<file path="config.mk">
export PLATFORM = sky130hd
export DESIGN_NAME = fp_add_normalizer
export DESIGN_NICKNAME = d
export VERILOG_FILES = /design/src/rtl/fp_add_normalizer.sv
export SDC_FILE = /design/constraint.sdc
export NUM_CORES = 1
export LEC_CHECK = 0
export ABC_AREA = 0
export CAP_MARGIN = 20
export CORE_AREA = 2 2 156 158
export DETAILED_ROUTE_END_ITERATION = 12
export DIE_AREA = 0 0 158 160
export DONT_BUFFER_PORTS = 1
export GPL_TIMING_DRIVEN = 1
export PLACE_DENSITY = 0.64
export SYNTH_ARGS = -nofsm -noshare
export SYNTH_HDL_FRONTEND = slang
export SYNTH_SLANG_ARGS = --single-unit
</file>
<file path="constraint.sdc">
create_clock -name clk -period 15 [get_ports clk]
set_input_delay 3 -clock clk [delete_from_list [all_inputs] [get_ports clk]]
set_output_delay 3 -clock clk [all_outputs]
set_load 0.03 [all_outputs]
</file>
<file path="src/rtl/fp_add_normalizer.sv">
// fp_add_normalizer: post-add normalize, round-to-nearest-even and pack stage
// for a single-precision adder. Fixed 3-cycle latency, accepts one result per cycle.
module fp_add_normalizer #(
    parameter logic [31:0] QNAN = 32'h7FC0_0000
) (
    input  logic        clk,
    input  logic        rst,
    input  logic        in_vld,
    input  logic        in_sign,
    input  logic [7:0]  in_exp,
    input  logic [27:0] in_mant,
    input  logic [1:0]  in_class,
    output logic        out_vld,
    output logic [31:0] out_result,
    output logic        out_ovf,
    output logic        out_unf,
    output logic        out_inexact
);

    localparam logic [1:0] CLS_OK  = 2'b00;
    localparam logic [1:0] CLS_NAN = 2'b01;
    localparam logic [1:0] CLS_INF = 2'b10;
    localparam logic [1:0] CLS_NUL = 2'b11;

    // Leading-zero count of the 27-bit hidden+fraction+GRS field.
    function automatic logic [4:0] lzc27(input logic [26:0] m);
        logic [4:0] n;
        logic       found;
        n     = 5'd0;
        found = 1'b0;
        for (int i = 26; i >= 0; i--) begin
            if (!found) begin
                if (m[i]) found = 1'b1;
                else      n = n + 5'd1;
            end
        end
        return n;
    endfunction

    // Round-to-nearest-even on the 24-bit significand m[26:3]; bit 24 is carry-out.
    function automatic logic [24:0] round_rne(input logic [26:0] m);
        logic inc;
        inc = m[2] & (m[1] | m[0] | m[3]);
        return {1'b0, m[26:3]} + {24'd0, inc};
    endfunction

    // Round, renormalize on carry, then saturate/flush: returns {ovf, unf, inexact, result}.
    function automatic logic [34:0] pack_result(input logic sign,
                                                input logic signed [9:0] exp,
                                                input logic [26:0] m);
        logic [24:0]       sum;
        logic signed [9:0] e;
        logic [22:0]       frac;
        logic              inx;
        sum  = round_rne(m);
        e    = exp + $signed({9'd0, sum[24]});
        frac = sum[24] ? sum[23:1] : sum[22:0];
        inx  = |m[2:0];
        if (e >= 10'sd255)
            return {1'b1, 1'b0, 1'b1, sign, 8'hFF, 23'h0};
        else if (e <= 10'sd0)
            return {1'b0, 1'b1, 1'b1, sign, 31'h0};
        else
            return {1'b0, 1'b0, inx, sign, e[7:0], frac};
    endfunction

    logic              vld_p0, vld_p1;
    logic              sign_p0, sign_p1;
    logic [1:0]        class_p0, class_p1;
    logic              zero_p0, zero_p1;
    logic signed [9:0] exp_p0, exp_p1;
    logic [26:0]       mant_p0, mant_p1;
    logic [4:0]        lzc_p0;

    logic [31:0]       res_c;
    logic              ovf_c, unf_c, inx_c;

    // Valid pipeline: advances every cycle, cleared by reset.
    always_ff @(posedge clk) begin
        if (rst) begin
            vld_p0 <= 1'b0;
            vld_p1 <= 1'b0;
        end else begin
            vld_p0 <= in_vld;
            vld_p1 <= vld_p0;
        end
    end

    // Stage 1: absorb carry by a right shift with sticky, or find the leading-zero count.
    always_ff @(posedge clk) begin
        if (in_vld) begin
            sign_p0  <= in_sign;
            class_p0 <= in_class;
            zero_p0  <= (in_mant == 28'd0);
            if (in_mant[27]) begin
                mant_p0 <= {in_mant[27:2], in_mant[1] | in_mant[0]};
                exp_p0  <= $signed({2'b00, in_exp}) + 10'sd1;
                lzc_p0  <= 5'd0;
            end else begin
                mant_p0 <= in_mant[26:0];
                exp_p0  <= $signed({2'b00, in_exp});
                lzc_p0  <= lzc27(in_mant[26:0]);
            end
        end
    end

    // Stage 2: left-normalize and adjust the exponent (may go non-positive).
    always_ff @(posedge clk) begin
        if (vld_p0) begin
            sign_p1  <= sign_p0;
            class_p1 <= class_p0;
            zero_p1  <= zero_p0;
            mant_p1  <= mant_p0 << lzc_p0;
            exp_p1   <= exp_p0 - $signed({5'd0, lzc_p0});
        end
    end

    // Stage 3 logic: special classes override, exact cancellation gives +0.
    always_comb begin
        res_c = 32'h0;
        ovf_c = 1'b0;
        unf_c = 1'b0;
        inx_c = 1'b0;
        case (class_p1)
            CLS_NAN: res_c = QNAN;
            CLS_INF: res_c = {sign_p1, 8'hFF, 23'h0};
            CLS_NUL: res_c = {sign_p1, 31'h0};
            CLS_OK: begin
                if (!zero_p1)
                    {ovf_c, unf_c, inx_c, res_c} = pack_result(sign_p1, exp_p1, mant_p1);
            end
            default: res_c = 32'h0;
        endcase
    end

    // Stage 3 register: result holds between valids, flags are forced low when idle.
    always_ff @(posedge clk) begin
        if (rst) begin
            out_vld     <= 1'b0;
            out_result  <= 32'h0;
            out_ovf     <= 1'b0;
            out_unf     <= 1'b0;
            out_inexact <= 1'b0;
        end else begin
            out_vld     <= vld_p1;
            out_ovf     <= vld_p1 & ovf_c;
            out_unf     <= vld_p1 & unf_c;
            out_inexact <= vld_p1 & inx_c;
            if (vld_p1) out_result <= res_c;
        end
    end

endmodule
</file>
==> reports/metrics.csv <==
metric,value,unit
outcome,"complete, no violations",
synth unique cells,69,
Final nets,1099,
initial cell density of the core,0.391,
Mapped Area,9320,um2
Worst R2R Path Depth,25,
wire per inst,14.9,um
Core ar.,23800,um2
worst vdd ir,76.1,uV
Vias,7393,
DRC viols,0,
CTS Hold Bufs,0,
mean post-synth cell area,8.85,um2
fmax,71.0,MHz
#FFs+latches synth,124,
Via density,5.43,
met1 GRT Util,0.206,
global-route usage over all layers,0.162,
gr ovfl total,0,
share of post-route cells with drive strength above 1,0.0935,
"Reg clk slew, reported paths",0.05,ns
Longest Clk Path Bufs,2,
largest net degree at the start of global routing,47,
CP startpoint kind,primary input,
CP max-delay cell,ha_1,
actual slew at the worst max-slew pin,0.754,ns
Die W,158,um
Final Power,0.950,mW
most frequent cell on the critical path,ha_1,
kind of critical path,in2reg,
Final Hold Violating Endpoints,0,
critical path depth,66,
drt first-iter violations,606,
CP peak stage delay,0.37,ns
initial antenna violation count,0,
Worst EP arrival,14.37,ns
Synthesized Nets,1129,
P_leak,3.79,nW
grt met3 use,0.0364,
vias in the first global route,7007,
clock tree sinks,124,
Rows,57,
Setup TNS,0,ns
Worst Skew,0.00875,ns
RSZ-0062 raised after global routing,no,
Post-synth EDFFs,86,
crit path capture type,register,
Top Family by Delay on Critical Path,compound AO/OA/AOI/OAI gates,
Power Density,93.7,nW/um2
RePlAce Congestion,0.886,
Rel. slew slack,0.493,
busiest grt layer,met2,
endpoints failing setup,0,
DP HPWL,15500,um
die area,25300,um2
Layout area overhead,8.72,%
Synthesis Warnings,0,
final critical-path share of the clock period,0.940,
PortBufs,0,
Most used DFF post-synth,edfxtp_1,
post-route antenna net violation count,0,
Worst Hold Class,reg2reg,
Hold Path Stages,0,
CTS root buffer,clkbuf_16,
number of buffers created by CTS,17,
register area share after synthesis,0.359,
worst endpoint required time,15.28,ns
Max-Cap Viols,0,
CP bufs+invs,5,
Final min period,14.09,ns
number of iterations in the first detailed-routing pass,5,
Mapped Cells,1054,
CTS tree,built,
Final Max Slew Viols,0,
ant diodes,0,
"Clk Latency, worst-skew pair",0.41,ns
htree depth,4,
global routing usage on met2,0.273,
first-pass GRT wire length,33600,um
Die Y,160,um
Boundary Pins,78,
WL final,20300,um
ys async rst share,0,
crit-path max FO,12,
[synth_stat cells, drive strengths merged (20+ instances only)]
library cell  count  area [um2]
nor2            119         447
nand2           115         432
edfxtp           86        2580
a21oi            69         345
o21ai            53         265
xnor2            52         478
clkbuf           45         169
dfxtp            38         761
mux2i            38         405
inv              35         131
nand3            34         170
nor2b            34         213
ha               32         400
xor2             28         253
mux2             27         304
nor3             27         135
nand2b           21         131
a211oi           20         150
[flip-flops by register name (all words and copies together) (netlist names)]
name,cells
exp_p0,9
class_p0,2
exp_p1,10
zero_p1,1
out_unf,1
vld_p0,1
mant_p1,27
out_vld,1
lzc_p0,5
sign_p0,1
vld_p1,1
out_inexact,1
out_ovf,1
class_p1,2
zero_p0,1
out_result,32
sign_p1,1
mant_p0,27
[repair_timing]
| item | CTS | global route |
|---|---|---|
| endpoints found under the setup margin | 0 | 1 |
| buffers inserted | 0 | 0 |
| gates resized for setup | 0 | 3 |
[final timing paths]
kind / end / start / slack, ns
worst max-delay path: lzc_p0[4] / in_mant[25] / 0.91
worst min-delay path: class_p1[0] / class_p0[0] / 0.42
worst max register to register: out_result[6] / mant_p1[2] / 8.97
worst min register to register: class_p1[0] / class_p0[0] / 0.42
[final cells by class]
type | count | area [um2]
Clock buffer | 21 | 479
Timing Repair Buffer | 4 | 30.0
Tap cell | 324 | 405
Multi-Input combinational cell | 839 | 5650
Fill cell | 2352 | 13700
Inverter | 38 | 143
Clock inverter | 11 | 90.1
Sequential cell | 124 | 3340
[through the flow]
step / hold slack (ns) / util / instance area, um2 / instances / setup WS [ns]
2_1_floorplan: 0.400 / - / 9320 / 1054 / 1.35
3_3_place_gp: 0.401 / 0.401 / 9550 / 1329 / 0.914
3_5_place_dp: 0.405 / 0.401 / 9550 / 1329 / 0.448
4_1_cts: 0.417 / 0.425 / 10100 / 1361 / 0.831
5_1_grt: 0.435 / 0.426 / 10100 / 1361 / 0.00119
6_report: 0.416 / 0.426 / 10100 / 1361 / 0.907
[placed cells by master (no fill, tap or decap), drive strengths merged, types with 4 or more instances in the layout]
cell       n
ha        32
xor2      28
nand2b    21
o211ai     4
or3        5
nor2     119
and3      13
mux4      10
dfxtp     38
clkinv    11
o21ai     53
nor2b     34
mux2      27
nand4     13
a31o       4
nor3      27
nand3b     4
buf        4
o22ai     12
a21o       5
nand3     34
a31oi      7
nand2    115
xnor3      5
nor4       8
a22oi     15
o2111ai    6
and2      11
a211oi    20
edfxtp    86
a21oi     69
clkbuf    21
inv       37
mux2i     38
or2        6
xnor2     52
[routing by layer]
layer / vias to the layer above / share of wire
li1: 3758 / -
met1: 3414 / 0.46
met2: 195 / 0.47
met5: - / 0
met4: 0 / 0.015
met3: 26 / 0.051
[cell families (layout without fill, tap and decap cells)]
kind of cell             count (synthesis)  count (layout)  share of synthesized area
XOR/XNOR                                85              85                     0.0907
buffers and inverters                   91              74                     0.0376
AO/OA/AOI/OAI                          219             219                      0.145
multiplexers                            75              75                      0.100
flip-flops                             124             124                      0.359
adder cells (fa/ha/maj)                 36              36                     0.0483
AND/OR/NAND/NOR                        424             424                      0.219
[power by group]
group          leakage, nW  switching (mW)  total [mW]  internal, mW
Clock                0.293           0.140       0.384         0.244
Sequential            1.11          0.0231       0.418         0.395
Combinational         2.38          0.0802       0.148        0.0679
Total                 3.79           0.243       0.950         0.707
Note: power is estimated with default switching activity, not from simulation.
